`config.mk`:
```
export PLATFORM = sky130hd
export DESIGN_NAME = cpu_mem_bridge_flat
export DESIGN_NICKNAME = d
export VERILOG_FILES = /design/src/rtl/mipu_clk_pkg.sv /design/src/rtl/cpu_mem_bridge_if.sv /design/src/rtl/clk_phase_cnt.sv /design/src/rtl/cpu_mem_bridge.sv /design/src/flat_wrapper.sv
export SDC_FILE = /design/constraint.sdc
export NUM_CORES = 1
export LEC_CHECK = 0
export CAP_MARGIN = 20
export CORE_MARGIN = 2
export CORE_UTILIZATION = 44
export CTS_BUF_LIST = sky130_fd_sc_hd__clkbuf_16
export CTS_CLUSTER_SIZE = 28
export DETAILED_ROUTE_END_ITERATION = 8
export PLACE_DENSITY = 0.95
export REMOVE_ABC_BUFFERS = 1
export SYNTH_ARGS = -nofsm -noshare
export SYNTH_HDL_FRONTEND = slang
export SYNTH_SLANG_ARGS = --single-unit
export TNS_END_PERCENT = 100
```
`constraint.sdc`:
```
create_clock -name B_CLK -period 7.7 [get_ports B_CLK]
set_clock_uncertainty 0.15 [all_clocks]
set_input_delay 1.54 -clock B_CLK [delete_from_list [all_inputs] [get_ports B_CLK]]
set_output_delay 1.54 -clock B_CLK [all_outputs]
set_load 0.01 [all_outputs]
```
`src/rtl/mipu_clk_pkg.sv`:
```
// Shared clocking definitions for blocks on B_CLK that track the divided CPU clock:
// bridge FSM states, default divider width and the derived phase constants.
package mipu_clk_pkg;

  typedef enum logic [1:0] {
    IDLE,
    ISSUE,
    WAIT,
    DONE
  } bridge_state_t;

  localparam int DIV_LOG2_DEF = 3;

  function automatic int half_ph(input int div_log2);
    return 2 ** (div_log2 - 1);
  endfunction

  // Longest memory latency that still registers the result one cycle before the CPU edge
  function automatic int max_mem_lat(input int div_log2);
    return (2 ** div_log2) - 4;
  endfunction

  localparam int HALF_PH     = half_ph(DIV_LOG2_DEF);
  localparam int CAPTURE_PH  = HALF_PH + 1;
  localparam int CPU_EDGE_PH = HALF_PH - 1;

endpackage

```
`src/rtl/cpu_mem_bridge_if.sv`:
```
// CPU request / memory access bundle for cpu_mem_bridge.
// The slave modport is the bridge's view; master is the CPU-plus-memory side.
interface cpu_mem_bridge_if #(
  parameter int ADDR_W = 32,
  parameter int DATA_W = 32
);
  logic              cpu_req;
  logic              cpu_we;
  logic [ADDR_W-1:0] cpu_addr;
  logic [DATA_W-1:0] cpu_wdata;
  logic [DATA_W-1:0] cpu_rdata;
  logic              cpu_ready;
  logic              mem_en;
  logic              mem_we;
  logic [ADDR_W-1:0] mem_addr;
  logic [DATA_W-1:0] mem_wdata;
  logic [DATA_W-1:0] mem_rdata;
  logic              err_late;

  modport master (
    output cpu_req, cpu_we, cpu_addr, cpu_wdata, mem_rdata,
    input  cpu_rdata, cpu_ready, mem_en, mem_we, mem_addr, mem_wdata, err_late
  );

  modport slave (
    input  cpu_req, cpu_we, cpu_addr, cpu_wdata, mem_rdata,
    output cpu_rdata, cpu_ready, mem_en, mem_we, mem_addr, mem_wdata, err_late
  );
endinterface

```
`src/rtl/clk_phase_cnt.sv`:
```
// Free-running phase counter, bit-identical to the CPU clock divider counter,
// so B_CLK-domain logic knows where each CPU edge falls.
module clk_phase_cnt #(
  parameter int WIDTH = 3
) (
  input  logic             B_CLK,
  input  logic             RST,
  output logic [WIDTH-1:0] ph
);

  always_ff @(posedge B_CLK or posedge RST) begin
    if (RST) ph <= '0;
    else     ph <= ph + 1'b1;
  end

endmodule

```
`src/rtl/cpu_mem_bridge.sv`:
```
// Carries CPU-clock memory accesses into the B_CLK memory domain, finishing before the next CPU edge.
// Optional deadline-miss flag built when CPU_MEM_BRIDGE_CHK_EN is defined.
module cpu_mem_bridge
  import mipu_clk_pkg::*;
#(
  parameter int DIV_LOG2 = DIV_LOG2_DEF,
  parameter int ADDR_W   = 32,
  parameter int DATA_W   = 32,
  parameter int MEM_LAT  = 2
) (
  input logic             B_CLK,
  input logic             RST,
  cpu_mem_bridge_if.slave bus
);

  localparam int HALF = half_ph(DIV_LOG2);
  localparam logic [DIV_LOG2-1:0] CAP_PH = DIV_LOG2'(HALF + 1);
  localparam logic [DIV_LOG2-1:0] LAT_M1 = DIV_LOG2'(MEM_LAT - 1);

  logic [DIV_LOG2-1:0] ph;
  logic [DIV_LOG2-1:0] wait_cnt;
  bridge_state_t       state;
  logic [DATA_W-1:0]   cpu_rdata_q;
  logic                cpu_ready_q;
  logic                mem_en_q;
  logic                mem_we_q;
  logic [ADDR_W-1:0]   mem_addr_q;
  logic [DATA_W-1:0]   mem_wdata_q;
  logic                err_late_q;

  clk_phase_cnt #(.WIDTH(DIV_LOG2)) u_phase (
    .B_CLK (B_CLK),
    .RST   (RST),
    .ph    (ph)
  );

  // The capture edge overrides whatever the FSM is doing; mem_we_q doubles as the latched direction
  always_ff @(posedge B_CLK or posedge RST) begin
    if (RST) begin
      state       <= IDLE;
      wait_cnt    <= '0;
      cpu_rdata_q <= '0;
      cpu_ready_q <= 1'b0;
      mem_en_q    <= 1'b0;
      mem_we_q    <= 1'b0;
      mem_addr_q  <= '0;
      mem_wdata_q <= '0;
    end else if (ph == CAP_PH) begin
      cpu_ready_q <= 1'b0;
      mem_en_q    <= bus.cpu_req;
      mem_we_q    <= bus.cpu_req & bus.cpu_we;
      if (bus.cpu_req) begin
        mem_addr_q  <= bus.cpu_addr;
        mem_wdata_q <= bus.cpu_wdata;
        state       <= ISSUE;
      end else begin
        state <= IDLE;
      end
    end else begin
      case (state)
        ISSUE: begin
          mem_en_q <= 1'b0;
          mem_we_q <= 1'b0;
          if (mem_we_q) begin
            cpu_ready_q <= 1'b1;
            state       <= DONE;
          end else begin
            wait_cnt <= LAT_M1;
            state    <= WAIT;
          end
        end
        WAIT: begin
          if (wait_cnt == '0) begin
            cpu_rdata_q <= bus.mem_rdata;
            cpu_ready_q <= 1'b1;
            state       <= DONE;
          end else begin
            wait_cnt <= wait_cnt - 1'b1;
          end
        end
        default: ;
      endcase
    end
  end

`ifdef CPU_MEM_BRIDGE_CHK_EN
  localparam logic [DIV_LOG2-1:0] EDGE_PH = DIV_LOG2'(HALF - 1);

  // Still busy when the CPU samples means the result cannot be valid in time
  always_ff @(posedge B_CLK or posedge RST) begin
    if (RST) begin
      err_late_q <= 1'b0;
    end else if ((ph == EDGE_PH) && ((state == ISSUE) || (state == WAIT))) begin
      err_late_q <= 1'b1;
    end
  end
`else
  assign err_late_q = 1'b0;
`endif

  assign bus.cpu_rdata = cpu_rdata_q;
  assign bus.cpu_ready = cpu_ready_q;
  assign bus.mem_en    = mem_en_q;
  assign bus.mem_we    = mem_we_q;
  assign bus.mem_addr  = mem_addr_q;
  assign bus.mem_wdata = mem_wdata_q;
  assign bus.err_late  = err_late_q;

endmodule

```
`src/flat_wrapper.sv`:
```
// flat-port wrapper written by rule: the top's interface ports become plain ports
module cpu_mem_bridge_flat import mipu_clk_pkg::*;
#(
  parameter int DIV_LOG2 = DIV_LOG2_DEF,
  parameter int ADDR_W   = 32,
  parameter int DATA_W   = 32,
  parameter int MEM_LAT  = 2
)
  (B_CLK, RST, bus_cpu_req, bus_cpu_we, bus_cpu_addr, bus_cpu_wdata, bus_mem_rdata, bus_cpu_rdata, bus_cpu_ready, bus_mem_en, bus_mem_we, bus_mem_addr, bus_mem_wdata, bus_err_late);
  cpu_mem_bridge_if #(.ADDR_W(ADDR_W), .DATA_W(DATA_W)) bus_i ();
  input logic B_CLK;
  input logic RST;
  input wire logic [$bits(bus_i.cpu_req)-1:0] bus_cpu_req;
  input wire logic [$bits(bus_i.cpu_we)-1:0] bus_cpu_we;
  input wire logic [$bits(bus_i.cpu_addr)-1:0] bus_cpu_addr;
  input wire logic [$bits(bus_i.cpu_wdata)-1:0] bus_cpu_wdata;
  input wire logic [$bits(bus_i.mem_rdata)-1:0] bus_mem_rdata;
  output wire logic [$bits(bus_i.cpu_rdata)-1:0] bus_cpu_rdata;
  output wire logic [$bits(bus_i.cpu_ready)-1:0] bus_cpu_ready;
  output wire logic [$bits(bus_i.mem_en)-1:0] bus_mem_en;
  output wire logic [$bits(bus_i.mem_we)-1:0] bus_mem_we;
  output wire logic [$bits(bus_i.mem_addr)-1:0] bus_mem_addr;
  output wire logic [$bits(bus_i.mem_wdata)-1:0] bus_mem_wdata;
  output wire logic [$bits(bus_i.err_late)-1:0] bus_err_late;
  assign bus_i.cpu_req = bus_cpu_req;
  assign bus_i.cpu_we = bus_cpu_we;
  assign bus_i.cpu_addr = bus_cpu_addr;
  assign bus_i.cpu_wdata = bus_cpu_wdata;
  assign bus_i.mem_rdata = bus_mem_rdata;
  assign bus_cpu_rdata = bus_i.cpu_rdata;
  assign bus_cpu_ready = bus_i.cpu_ready;
  assign bus_mem_en = bus_i.mem_en;
  assign bus_mem_we = bus_i.mem_we;
  assign bus_mem_addr = bus_i.mem_addr;
  assign bus_mem_wdata = bus_i.mem_wdata;
  assign bus_err_late = bus_i.err_late;
  cpu_mem_bridge #(.DIV_LOG2(DIV_LOG2), .ADDR_W(ADDR_W), .DATA_W(DATA_W), .MEM_LAT(MEM_LAT)) u_core (.B_CLK(B_CLK), .RST(RST), .bus(bus_i));
endmodule
```
# Yosys cells after proc, flatten, opt, wreduce, memory -nomap -nowiden
# Index checks and enable logic that the tools add are counted.
# totals
input_bits	100
wordCells	44
output_inout_bits	100
regBits	107
# classes
n_reduce_logical	9
bitwise	2
mux	15
eq_ne	7
addsub	2
# ops
operator	count
2-to-1 mux 1 bit	8
2-to-1 mux 3 bit	2
!= test 3 x 1 -> 1 bit (second input constant)	2
one-hot mux 3 bit (2 select lines)	1
AND reduction 3 bit	2
2-to-1 mux 2 bit	2
!= test 2 bit (second input constant)	2
one-hot mux 2 bit (2 select lines)	1
AND reduction 2 bit	2
AND reduction 4 bit	1
nonzero test 2 bit	2
adder 3 x 1 -> 3 bit (second input constant)	1
== test 3 bit (second input constant)	1
zero test 3 bit	1
nonzero test 3 bit	1
subtractor 3 x 1 -> 3 bit (second input constant)	1
== test 2 x 1 -> 1 bit (second input constant)	1
== test 2 bit (second input constant)	1
one-hot mux 1 bit (2 select lines)	1
bitwise AND 1 bit	1
NOT 1 bit	1

# Depth between registers and ports, before layout
# Gate-level depths: netlist of run 1.
# depth
word_depth	4
ltp_mapped	6
ltp_nobuf	5

# Hierarchy
# Synthesis of run 1 repeated with hierarchy kept, for this count alone.
# unflattened
cells_unflattened	260
area_unflattened_um2	4435.5
# by_module_without_submodules
module	cells_per_inst	n_inst	area_each_um2	seq_area_each_um2
cpu_mem_bridge	253	1	4331.7	2602.5
clk_phase_cnt	7	1	103.8	75.1

# Worst setup path after synthesis of run 1
# No wires, ideal clock.
# synth_path
path_kind	input-to-reg
from	input port bus_cpu_req
to	register u_core.mem_addr_q[0] (netlist: u_core.bus.mem_addr[0])
setup_time_ps	125
cell_stages	4
required_time_ps	7425
path_buffers	2
t_arrival_ps	2335
setup_slack_ps	5090
path_cell_list	nand3_1 -> buf_2 -> buf_6 -> mux2_2
# synth_via
elab_chain_cells	1
# synth_rtl
item	line_no	source
from (decl)	flat_wrapper.sv:13	input wire logic [$bits(bus_i.cpu_req)-1:0] bus_cpu_req;
AND reduction 2 bit (no source line)	n/a	
to (signal assigned)	cpu_mem_bridge.sv:53	mem_addr_q <= bus.cpu_addr;
to (decl)	cpu_mem_bridge.sv:27	logic [ADDR_W-1:0] mem_addr_q;
# No other way between the ends.
# A chain may end at the register's enable or synchronous reset.

# Worst setup path after layout of run 1
# layout_path
from	input port bus_cpu_req
to	register u_core.mem_addr_q[19] (netlist: u_core.bus.mem_addr[19])
# The elaborated chain is that of the path after synthesis.

==> metrics.csv, run 1 <==
stage;metric;value;unit
outcome;status;finished, final reports clean;
power;Leakage;2.757;nW
final_layout;area of the multi-input gates;1381;µm²
power;Internal Power;1.340;mW
global_routing;global-route wire length before repair;15.84;mm
global_routing;number of global-route vias before repair;3114;
synthesis;largest family of logic cells by synthesized area;multiplexers;
cts;postcts setup bufs;0;
critical_path;Worst Path Buf+Inv;1;
critical_path;Reg2Reg Depth;4;
hold_path;Worst Hold Depth;1;
placement;port bufs;198;
route;DR WL/cell;17.00;µm
synthesis;post-synthesis compound-gate area fraction;1.914;%
route;routed via count;2868;
final_layout;register area;2678;µm²
final_layout;final non-filler cell total;592;
synthesis;Mapped Avg Cell Area;16.09;µm²
critical_path;Setup crit start kind;primary input;
synthesis;Post-Syn Area;4183;µm²
cts;maximum buffer depth of the clock tree;2;
route;Residual DRC;0;
sta;period utilization;43.14;%
route;vias per std cell;4.845;
cts;TritonCTS clock tree;done;
critical_path;worst-path maximum fanout;66;
die;FP Rows;35;
cts;Inserted Clock Buffers;9;
route;final WL;10.06;mm
route;antenna-violating nets left;0;
cts;CTS Sinks;107;
cts;clock-pin slew on the worst setup and hold paths;70;ps
power;Max VDD drop;0.1219;mV
critical_path;crit path max-delay cell type;nand3_4;
hold_path;Hold/Removal Path Class;register to register;
cts;CTS Root Cell;clkbuf_16;
sta;Max Freq;0.3011;GHz
placement;hpwl dp;7.471;mm
synthesis;synth top area cells;dfrtp_1 (64%), mux2_2 (25%), buf_6 (1.9%), ha_1 (1.8%), inv_1 (0.72%);
synthesis;top-count cell post-synth;dfrtp_1;
power;NetSw;502.0;µW
placement;Placer Congestion;0.7712;
power;pwr dens;281.7;nW/µm²
cts;# hold bufs at CTS;0;
synthesis;synth warn;0;
synthesis;Synth Area in Simple Gates;2.632;%
sta;Hold Violations, Final;0;
sta;Min Clock Period, post-route;3321;ps
final_layout;Nets;564;
sta;Setup TNS Final;0;ps
final_layout;synth-to-layout area growth;56.33;%
global_routing;initial antenna violation count;0;
sta;fin. max-slew vios;0;
sta;slew at the pin with the worst max-slew slack;927.3;ps
synthesis;synthesized-area fraction occupied by adder cells;1.795;%
final_layout;layout cells sized above 1;24.62;%
die;die width;101.5;µm
critical_path;kind of critical path;primary input to register;
power;part of the power in registers;41.6;%
die;Die Y;101.5;µm
synthesis;synth cell count leaders;dfrtp_1 (107), mux2_2 (94), inv_1 (8);
synthesis;ys flop type;dfrtp_1;
power;combinational share of power;33.8;%
synthesis;Syn Inst Count;260;
synthesis;post-synthesis xor/xnor area fraction;0.2094;%
cts;H-tree levels;3;
run;max cap viols;0;
critical_path;slowest cell delay on critical path;670;ps
cts;clk_lat worst skew;340;ps
synthesis;Synth top area share;64.01;%
synthesis;dominant cell type by area after synthesis;dfrtp_1;
sta;count of final setup violators;0;
synthesis;sequential fraction of the synthesis area;64.01;%
power;Pwr Total;1.842;mW
power;clock share of power;24.6;%
sta;setup ws final;4379;ps
final_layout;post-route cell area;6539;µm²
critical_path;Critical Path End Type;register;
sta;Rel. slew slack;38.18;%
synthesis;Post-synth EDFFs;0;
critical_path;CP delay by family, top;simple AND/OR/NAND/NOR gates;
power;switch share;27.25;%
critical_path;CP Cell Sequence;clkdlybuf4s50_1 > nand3_4 > mux2_2;
critical_path;Worst EP required;7760;ps
die;Die Area;10300;µm²
critical_path;WP data arrival;3380;ps
die;Starting Density;45.27;%
cts;number of gates resized after CTS;0;
die;core area;9240;µm²
global_routing;largest net degree at the start of global routing;67;
die;# IOs;200;
final_layout;Filler Cell Count;619;
global_routing;total gr overflow;0;
route;drt first pass iters;4;
synthesis;Async SR Flop Fraction;100.0;%
sta;RSZ-0062 raised after global routing;false;
placement;placed cell count;576;
final_layout;Core Util, Final;70.77;%
synthesis;Seq cells post-synth;107;
critical_path;WP depth;3;
route;initial drt markers;41;
final_layout;number of antenna repair diodes;0;
sta;worst hold margin;304.3;ps
synthesis;synth unique cells;32;
global_routing;GR Util All Layers;20.07;%
placement;pre-CTS setup slack;4036;ps
synthesis;post-synthesis mux area share;26.08;%
placement;placed inst area;6242;µm²
[routing by layer]
layer / GRT usage (%) / share of wire, % / up-vias
met1: 23.40 / 39 / 1410
met2: 34.01 / 50 / 149
met4: 5.301 / 0.65 / 0
met3: 8.696 / 10 / 5
li1: - / - / 1304
met5: 0 / 0 / -
[power by group through the flow]
stage	combinational, mW	sequential, mW	clock (mW)
2_1_floorplan	0.217	0.826	0
3_3_place_gp	0.600	0.765	0
3_5_place_dp	0.627	0.778	0
4_1_cts	0.630	0.768	0.464
5_1_grt	0.672	0.782	0.489
6_report	0.623	0.766	0.453
[cells by family (layout without fill, tap and decap cells)]
| logic type | count (synthesis) | count (layout) |
|---|---|---|
| compound gates | 11 | 11 |
| fa+ha+maj | 6 | 6 |
| other cells | 1 | 1 |
| mux | 97 | 97 |
| simple gates | 17 | 17 |
| buf+inv | 20 | 223 |
| flops | 107 | 107 |
| xor+xnor | 1 | 1 |
[cells in the final DEF, fill, tap and decap left out, types with 2 or more instances in the layout]
cell type and instances:
clkinv_4 3, clkdlybuf4s50_1 198, nand2_1 4, dfrtp_1 107
o21ai_0 3, clkbuf_16 9, nand3b_1 2, inv_1 9
mux2_1 2, mux2_2 94, ha_1 6
[worst paths after layout]
check / slack [ps] / to / from
min reg2reg: 300 / u_core.u_phase.ph[0]$_DFF_PP0_ / u_core.u_phase.ph[0]$_DFF_PP0_
min in group asynchronous: 1500 / u_core.bus.mem_addr[11]$_DFFE_PP0P_ / RST
max: 4380 / u_core.bus.mem_addr[19]$_DFFE_PP0P_ / bus_cpu_req
max reg2reg: 5250 / u_core.bus.cpu_rdata[24]$_DFFE_PP0P_ / u_core.state[0]$_DFFE_PP0P_
max in group asynchronous: 4770 / u_core.bus.cpu_rdata[30]$_DFFE_PP0P_ / RST
min: 300 / u_core.u_phase.ph[0]$_DFF_PP0_ / u_core.u_phase.ph[0]$_DFF_PP0_
[sequential cells by signal, summed over array words and instances (netlist names)]
signal	count
u_core.bus.cpu_ready	1
u_core.bus.mem_we	1
u_core.state	2
u_core.bus.mem_addr	32
u_core.u_phase.ph	3
u_core.bus.mem_wdata	32
u_core.bus.cpu_rdata	32
u_core.bus.mem_en	1
u_core.wait_cnt	3
[layout make-up]
cell class | instances | area share [%]
Sequential cell | 107 | 40.95
Timing Repair Buffer | 199 | 30.42
Multi-Input combinational cell | 133 | 21.13
Clock buffer | 9 | 3.444
Tap cell | 129 | 2.468
Clock inverter | 7 | 1.091
Inverter | 8 | 0.4975
No activity file was read; power rests on OpenSTA's default activity.
==> run 2: changes to the inputs <==
- CORE_UTILIZATION: 44 -> 41
- PLACE_DENSITY: 0.95 -> 0.9
- clock period: 7.7 -> 3.4 ns (I/O delays scaled with it)
==> metrics.csv, run 2 (same netlist as run 1, synthesis figures left out) <==
stage;metric;value;unit;change
final_layout;synth-to-layout area growth;57.10;%;
outcome;status;finished, final reports clean;;
sta;fin. max-slew vios;0;;unchanged
placement;port bufs;198;;unchanged
critical_path;Worst Path Buf+Inv;0;;-1
cts;number of gates resized after CTS;0;;unchanged
global_routing;met2 usage;32.28;%;-1.7 points
sta;RSZ-0062 raised after global routing;false;;
final_layout;Nets;566;;+0.35%
route;final WL;9.980;mm;-0.81%
final_layout;Filler Cell Count;735;;+19%
critical_path;Worst EP required;3460;ps;-4300 ps
power;Max VDD drop;0.3187;mV;+160%
die;Starting Density;42.60;%;-2.7 points
route;vias per std cell;4.772;;-1.5%
global_routing;GR Util All Layers;19.15;%;-0.92 points
global_routing;number of global-route vias before repair;3165;;+1.6%
die;Die Y;105.0;µm;+3.5%
sta;Hold Violations, Final;0;;unchanged
global_routing;grt met3 use;7.486;%;-1.2 points
global_routing;total gr overflow;0;;unchanged
hold_path;Hold/Removal Path Class;register to register;;
global_routing;busiest grt layer;met2;;
die;FP Rows;36;;+2.9%
sta;setup ws final;998.3;ps;-3380 ps
cts;H-tree levels;3;;unchanged
route;DR WL/cell;16.72;µm;-1.6%
critical_path;Worst R2R Setup Slack;1000;ps;-4250 ps
sta;Min Clock Period, post-route;2402;ps;
route;routed via count;2849;;-0.66%
final_layout;highest-count cells in the layout ignoring fill and taps;clkdlybuf4s50_1 (198), dfrtp_1 (107), mux2_2 (94);;
global_routing;global-route wire length before repair;16.42;mm;+3.6%
power;Pwr Total;4.134;mW;+120%
die;core area;9819;µm²;+6.3%
cts;CTS Root Cell;clkbuf_16;;
global_routing;routing usage on met1;21.86;%;-1.5 points
placement;pre-CTS setup slack;842.1;ps;-3194 ps
cts;TritonCTS clock tree;done;;
global_routing;largest net degree at the start of global routing;54;;-19%
die;# IOs;200;;unchanged
power;pwr dens;629.0;nW/µm²;+120%
run;max cap viols;0;;unchanged
final_layout;layout cells sized above 1;25.00;%;+0.38 points
critical_path;WP data arrival;2470;ps;-910 ps
cts;clock-pin slew on the worst setup and hold paths;60;ps;about the same
sta;Rel. slew slack;47.93;%;+9.7 points
sta;slew at the pin with the worst max-slew slack;780.2;ps;-147.1 ps
critical_path;worst-path maximum fanout;32;;-52%
route;antenna-violating nets left;0;;unchanged
sta;period utilization;70.64;%;
final_layout;number of antenna repair diodes;0;;unchanged
final_layout;final non-filler cell total;597;;+0.84%
sta;Max Freq;0.4164;GHz;
route;drt first pass iters;4;;unchanged
die;Die Area;11030;µm²;+7.0%
route;Residual DRC;0;;unchanged
final_layout;most common cell after layout, fill and taps aside;clkdlybuf4s50_1;;
cts;maximum buffer depth of the clock tree;2;;unchanged
placement;placed inst area;6287;µm²;+0.72%
route;initial drt markers;40;;-2.4%
final_layout;Core Util, Final;66.92;%;-3.8 points
placement;hpwl dp;7.647;mm;+2.4%
cts;clk_lat worst skew;340;ps;about the same
cts;postcts setup bufs;0;;unchanged
critical_path;slowest cell delay on critical path;650;ps;-20 ps
critical_path;CP Cell Sequence;ha_1 > nand2_1 > nand3_2 > mux2_1;;
die;die width;105.0;µm;+3.5%
sta;count of final setup violators;0;;unchanged
critical_path;Critical Path End Type;register;;
critical_path;crit path max-delay cell type;nand3_2;;
cts;Inserted Clock Buffers;9;;unchanged
critical_path;kind of critical path;register to register;;
final_layout;post-route cell area;6571;µm²;+0.50%
critical_path;Setup crit start kind;register;;
power;Leakage;2.767;nW;+0.38%
cts;CTS Sinks;107;;unchanged
global_routing;initial antenna violation count;0;;unchanged
critical_path;CP delay by family, top;simple AND/OR/NAND/NOR gates;;
placement;placed cell count;582;;+1.0%
cts;# hold bufs at CTS;0;;unchanged
placement;Placer Congestion;0.7515;;-2.6%
[run 2: cell count changes in the layout (fill, tap and decap cells not counted), sizes merged]
cell      before  now
clkinv         3    2
clkinvlp       1    2
inv           10    9
buf            1    3
[run 2: final timing paths]
path | from | end | cells after the start
min in group asynchronous | RST | u_core.bus.cpu_rdata[12]$_DFFE_PP0P_ | 2
min reg2reg | u_core.u_phase.ph[0]$_DFF_PP0_ | u_core.u_phase.ph[0]$_DFF_PP0_ | 1
min | u_core.u_phase.ph[0]$_DFF_PP0_ | u_core.u_phase.ph[0]$_DFF_PP0_ | 1
max | u_core.u_phase.ph[0]$_DFF_PP0_ | u_core.bus.cpu_rdata[24]$_DFFE_PP0P_ | 4
max in group asynchronous | RST | u_core.bus.cpu_rdata[11]$_DFFE_PP0P_ | 3
max reg2reg | u_core.u_phase.ph[0]$_DFF_PP0_ | u_core.bus.cpu_rdata[24]$_DFFE_PP0P_ | 4
[run 2: per-stage QoR]
step | TNS [ps] | hold slack [ps]
global route | 0 | 324.8
global placement | 0 | 289.8
detailed placement | 0 | 305.7
CTS | 0 | 314.4
floorplan | -26460 | 278.1
finish | 0 | 308.4
[run 2: routing by layer]
| metal | routed length (µm) | share of wire, % |
|---|---|---|
| met1 | 3789 | 38 |
| met2 | 4993 | 50 |
| met3 | 998 | 10 |
| met4 | 199 | 2.0 |
| met5 | 0 | 0 |
[run 2: layout make-up]
cell class	instances	area (µm²)	area share [%]
clock buffers	9	225.2	3.427
clock inverters	6	58.81	0.8949
inverters	8	32.53	0.4950
multi-input cells	133	1381	21.02
flip-flops and latches	107	2678	40.75
well taps	133	166.4	2.532
repair buffers	201	2029	30.88
[run 2: report_power, final]
| group | internal [mW] | switching [mW] | leakage [nW] |
|---|---|---|---|
| clock | 0.561 | 0.431 | 0.138 |
| sequential | 1.58 | 0.155 | 1.26 |
| combinational | 0.892 | 0.519 | 1.37 |
| total | 3.03 | 1.10 | 2.77 |
